### src/rtl/fetch_branch_predictor.sv
`default_nettype none
// ============================================================================
// Module   : fetch_branch_predictor
// Purpose  : Fetch-stage dynamic branch predictor. A table of 2-bit
//            saturating counters is indexed from the fetch PC. The
//            prediction is registered one cycle after lookup, and the table
//            is trained from branches resolved in execute.
// Options  : BR_PRED_GSHARE_EN - XOR the lookup index with a global history
//            register (gshare). When undefined, the predictor is bimodal.
// Revision : 1.0 - initial release
// ============================================================================
module fetch_branch_predictor #(
  parameter int IDX_W = 6
) (
  input  logic             clk,
  input  logic             rst,
  input  logic             fetch_vld,
  input  logic [31:0]      fetch_pc,
  input  logic             flush,
  output logic             pred_vld,
  output logic             pred_taken,
  output logic [IDX_W-1:0] pred_idx,
  input  logic             upd_vld,
  input  logic [IDX_W-1:0] upd_idx,
  input  logic             upd_taken
);

  localparam int ENTRIES = 1 << IDX_W;

  logic [1:0]       ctr [ENTRIES];
  logic [IDX_W-1:0] lkp_idx;
  logic [1:0]       upd_cur;
  logic [1:0]       upd_next;

  // Word-offset and high PC bits never take part in indexing.
  logic unused_pc_bits;
  assign unused_pc_bits = ^{fetch_pc[31:IDX_W+2], fetch_pc[1:0]};

`ifdef BR_PRED_GSHARE_EN
  logic [IDX_W-1:0] ghr;

  // Global history shifts only at resolve, so it is never speculative.
  always_ff @(posedge clk or posedge rst) begin
    if (rst)
      ghr <= '0;
    else if (upd_vld)
      ghr <= {ghr[IDX_W-2:0], upd_taken};
  end

  // The lookup uses the history as it was before any same-cycle shift.
  assign lkp_idx = fetch_pc[IDX_W+1:2] ^ ghr;
`else
  assign lkp_idx = fetch_pc[IDX_W+1:2];
`endif

  // Saturating increment/decrement of the counter being trained.
  always_comb begin
    upd_cur  = ctr[upd_idx];
    upd_next = upd_cur;
    if (upd_taken) begin
      if (upd_cur != 2'b11) upd_next = upd_cur + 2'b01;
    end else begin
      if (upd_cur != 2'b00) upd_next = upd_cur - 2'b01;
    end
  end

  // Counter table: resets to weakly not-taken and trains on every resolve.
  always_ff @(posedge clk or posedge rst) begin
    if (rst) begin
      for (int i = 0; i < ENTRIES; i++) ctr[i] <= 2'b01;
    end else if (upd_vld) begin
      ctr[upd_idx] <= upd_next;
    end
  end

  // Registered prediction. It reads the pre-update counter, with no bypass.
  always_ff @(posedge clk or posedge rst) begin
    if (rst) begin
      pred_vld   <= 1'b0;
      pred_taken <= 1'b0;
      pred_idx   <= '0;
    end else begin
      pred_vld <= fetch_vld & ~flush;
      if (fetch_vld) begin
        pred_taken <= ctr[lkp_idx][1];
        pred_idx   <= lkp_idx;
      end
    end
  end

endmodule
`default_nettype wire

### config.mk
export PLATFORM = sky130hd
export DESIGN_NAME = fetch_branch_predictor
export DESIGN_NICKNAME = d
export VERILOG_FILES = /design/src/rtl/fetch_branch_predictor.sv
export SDC_FILE = /design/constraint.sdc
export NUM_CORES = 1
export LEC_CHECK = 0
export CORE_MARGIN = 4
export CORE_UTILIZATION = 55
export CTS_BUF_LIST = sky130_fd_sc_hd__clkbuf_8
export DETAILED_ROUTE_END_ITERATION = 8
export GPL_TIMING_DRIVEN = 0
export MAX_ROUTING_LAYER = met4
export PLACE_DENSITY = 0.79
export SYNTH_ARGS = -nofsm -noshare
export SYNTH_HDL_FRONTEND = slang
export SYNTH_SLANG_ARGS = --single-unit
export TNS_END_PERCENT = 1
### constraint.sdc
create_clock -name clk -period 4.2 [get_ports clk]
set_input_delay 0.84 -clock clk [delete_from_list [all_inputs] [get_ports clk]]
set_output_delay 0.84 -clock clk [all_outputs]
set_load 0.03 [all_outputs]
==> run summary <==
PLACEMENT
--------------------------------------------------------------------------------
Instance count after placement with tap cells included ............          854
Placement-stage worst setup slack .................................    0.2981 ns
Routability cong. .................................................       0.9299
Port Buffers ......................................................           16
Post-DP HPWL ......................................................     13.33 mm

CRITICAL PATH
--------------------------------------------------------------------------------
Critical setup path kind .......................................... input pin to flip-flop
R2R Setup Slk .....................................................      1.35 ns
End of the critical path .......................................... ctr[63]$_DFFE_PP0P_
Critical Path, Cell by Cell ....................................... clkbuf_1 > nor3b_1 > a21boi_0 > a221o_1 > nor4_2 > maj3_1 > clkbuf_2 > o21ai_0
Longest individual stage delay on the worst path ..................      1.00 ns
Type of element launching the critical path .......................    input pin
Reg-to-Reg End .................................................... ctr[63]$_DFFE_PP0P_
Required time of the worst setup path .............................      4.57 ns
Crit path buf inv count ...........................................            2
Cell with the largest stage delay on the worst path ...............      nor3b_1
Data arrival, critical path .......................................      3.94 ns
Kind of cell adding the most delay to the critical path ........... simple AND/OR/NAND/NOR gates
Max Fanout on Critical Path .......................................           10
Cell depth of the worst flop-to-flop path .........................            8
Worst setup path startpoint .......................................   upd_idx[4]
Worst setup EP type ...............................................    flip-flop
Startpoint of the most critical register-to-register path ......... ctr[63]$_DFFE_PP0P_
Stages on worst setup path ........................................            8

PWR
--------------------------------------------------------------------------------
Combinational fraction of design power ............................        0.161
Power per Cell Area ............................................... 423.8 nW/um^2
Peak supply drop ..................................................    0.3599 mV
P_sw ..............................................................  0.0009257 W
Portion of total power attributed to the clock network ............        0.365
Pleak .............................................................     3.163 nW
Switching part of the total .......................................       0.2739
Internal Power ....................................................   0.002454 W
Sequential share of power .........................................        0.474

DIE
--------------------------------------------------------------------------------
Initial Util ......................................................       0.5602
Width of the die ..................................................     121.4 um
Die Height ........................................................     121.4 um
FP Rows ...........................................................           41
Overall die area ..................................................  14730 sq um
Top-Level Pins ....................................................           52
Core Footprint ....................................................  12620 sq um

TIMING
--------------------------------------------------------------------------------
Post-Route Skew ...................................................   0.01474 ns
Fraction of the cycle the final worst path needs ..................       0.8502
Final hold violation count ........................................            0
Worst slew margin relative to its limit ...........................       0.1326
PnR worst setup slack .............................................    0.6291 ns
Worst hold margin .................................................    0.4705 ns
Worst-Margin Slew .................................................     1.298 ns
Final setup violating endpoints ...................................            0
Min Clock Period, post-route ......................................     3.571 ns
Unrepaired setup endpoints after global routing ...................        false
Final count of pins violating max slew ............................            0
Setup tns final ...................................................         0 ns
Max Fclk ..........................................................    280.0 MHz

SYNTH
--------------------------------------------------------------------------------
Main area contributors after synthesis ............................ dfrtp_1 25%, dfstp_2 24%, mux4_2 12%
Most used standard cell by instance count after synthesis .........      nand2_1
Commonest cells post-synth ........................................ 210 x nand2_1, 77 x o21ai_0, 72 x dfrtp_1
Number of flops mapped to enable cells by yosys ...................            0
Share of synthesized area occupied by flip-flops and latches ......       0.4927
Post-Synthesis Cells ..............................................          662
Top FF cell, synth ................................................      dfrtp_1
Number of synthesized register bits ...............................          136
Top cell type's share of synthesized area .........................       0.2549
Async set-reset flop share out of synthesis .......................        1.000
Total number of yosys warnings ....................................            0
Average cell area after synthesis .................................  10.68 sq um
Number of distinct library cells after synthesis ..................           43
Total standard cell area after synthesis ..........................   7069 sq um
Synth area leader .................................................      dfrtp_1
Syn_nets ..........................................................          706

LAYOUT
--------------------------------------------------------------------------------
Total Nets Final ..................................................          745
Finished Layout Cells .............................................          886
Antenna diode instance count ......................................            0
Area Growth Syn to Fin ............................................       12.80%
Fraction of final layout cells sized beyond drive strength 1 ......       0.3389

ROUTE
--------------------------------------------------------------------------------
First-pass DRT Iterations .........................................            6
Detailed router's first-iteration violation count .................          679
Count of nets left with antenna violations after detail routing ...            0
Wire length per cell ..............................................     21.33 um
Vias after detailed routing .......................................         5559
Total Routed Length ...............................................     18.90 mm
Total DRC errors in the routed layout .............................            0
Per-cell via count in the routed design ...........................        6.274

GRT
--------------------------------------------------------------------------------
Number of antenna violations at the first check in global routing .            0
Pin count of the biggest net entering global routing ..............           47
Total grt overflow ................................................            0
Global-route wire length before repair ............................     30.19 mm
Total track usage .................................................       0.2832
Via count of the first global-routing pass ........................         5569

CLOCKING
--------------------------------------------------------------------------------
Clock latency at the later pin of the worst-skew pair .............      0.47 ns
Max clock buf depth ...............................................            2
CTS sink cnt ......................................................          136
Hold_buf cts ......................................................            0
Post-CTS Setup Repair Bufs ........................................            0
Clock tree from TritonCTS .........................................          yes
Count of instances resized after the clock tree is built ..........            0
Clock Root Buffer .................................................     clkbuf_8
Clock-pin slew on the worst setup and hold paths ..................      0.07 ns
Number of CTS-inserted buffers ....................................           17
Depth of the CTS H-tree ...........................................            4

RUN STATUS
--------------------------------------------------------------------------------
Outcome ........................................................... complete, no violations

JOB
--------------------------------------------------------------------------------
Max-capacitance violation count ...................................            0

WORST HOLD PATH
--------------------------------------------------------------------------------
Hold/Removal Path Class ........................................... flip-flop to flip-flop

-- layer usage --
metal / routed length [um] / part of all wire / global-route usage / vias up
met2: 8776 / 0.46 / 0.4180 / 357
met4: 895 / 0.047 / 0.1394 / 0
met3: 2106 / 0.11 / 0.07972 / 92
li1: - / - / - / 2449
met1: 7122 / 0.38 / 0.3622 / 2661
met5: 0 / 0 / - / -
-- cell families after synthesis --
family	after synthesis	synth area share
multiplexers	71	0.1692
flip-flops	136	0.4927
buffers and inverters	43	0.03380
adder cells (fa/ha/maj)	2	0.003009
AO/OA/AOI/OAI	163	0.1596
AND/OR/NAND/NOR	247	0.1416
-- through the flow --
step	cell area, sq um	total power [W]	util
global placement	7448	0.002123	0.5902
detailed placement	7521	0.002161	0.5960
CTS	7974	0.003389	0.6319
finish	7974	0.003380	0.6319
floorplan	7073	0.001985	-
global route	7974	0.003516	0.6319
-- state kept, by name, indices dropped and copies added, names as in the netlist --
signal      cells
ctr           128
pred_idx        6
pred_taken      1
pred_vld        1
-- worst min-delay path, stage by stage, from the launching register on --
cell and delay (ns):
dfstp_2 0.37, nand2_1 0.06, o21ai_2 0.05
-- area by class of cell --
type	count	area, sq um
buffer	38	220.2
clock buffer	18	247.7
clock inverter	14	205.2
fill	1029	4646
inverter	5	22.52
multi-input combinational	483	3352
sequential	136	3483
tap	172	215.2
timing repair buffer	20	227.7
-- power groups by stage --
stage,logic [W],clock network (W),registers (W)
finish,0.000543,0.00123,0.00160
global route,0.000590,0.00131,0.00162
CTS,0.000542,0.00125,0.00160
detailed placement,0.000541,0,0.00162
global placement,0.000513,0,0.00161
floorplan,0.000384,0,0.00160
-- cell usage in the layout (no fill, tap or decap), types with 7 or more instances in the layout --
cell / count
clkdlybuf4s50_1: 16
o21ai_0: 77
mux4_2: 37
mux2_2: 18
nor2_1: 10
o21ai_2: 59
clkbuf_1: 9
mux2i_1: 16
buf_6: 7
dfrtp_1: 72
nand2_1: 210
dfstp_2: 64
clkbuf_8: 18
buf_2: 11
-- worst min path at each step --
stage	slack, ns	to	from	cells past startpoint
6_report	0.47	ctr[92]$_DFFE_PP1P_	ctr[92]$_DFFE_PP1P_	2
5_1_grt	0.49	ctr[24]$_DFFE_PP1P_	ctr[24]$_DFFE_PP1P_	2
4_1_cts	0.47	ctr[92]$_DFFE_PP1P_	ctr[92]$_DFFE_PP1P_	2
3_5_place_dp	0.46	ctr[100]$_DFFE_PP1P_	ctr[100]$_DFFE_PP1P_	2
3_3_place_gp	0.46	ctr[124]$_DFFE_PP1P_	ctr[124]$_DFFE_PP1P_	2
2_1_floorplan	0.44	ctr[124]$_DFFE_PP1P_	ctr[124]$_DFFE_PP1P_	2
Note: power is estimated with default switching activity, not from simulation.
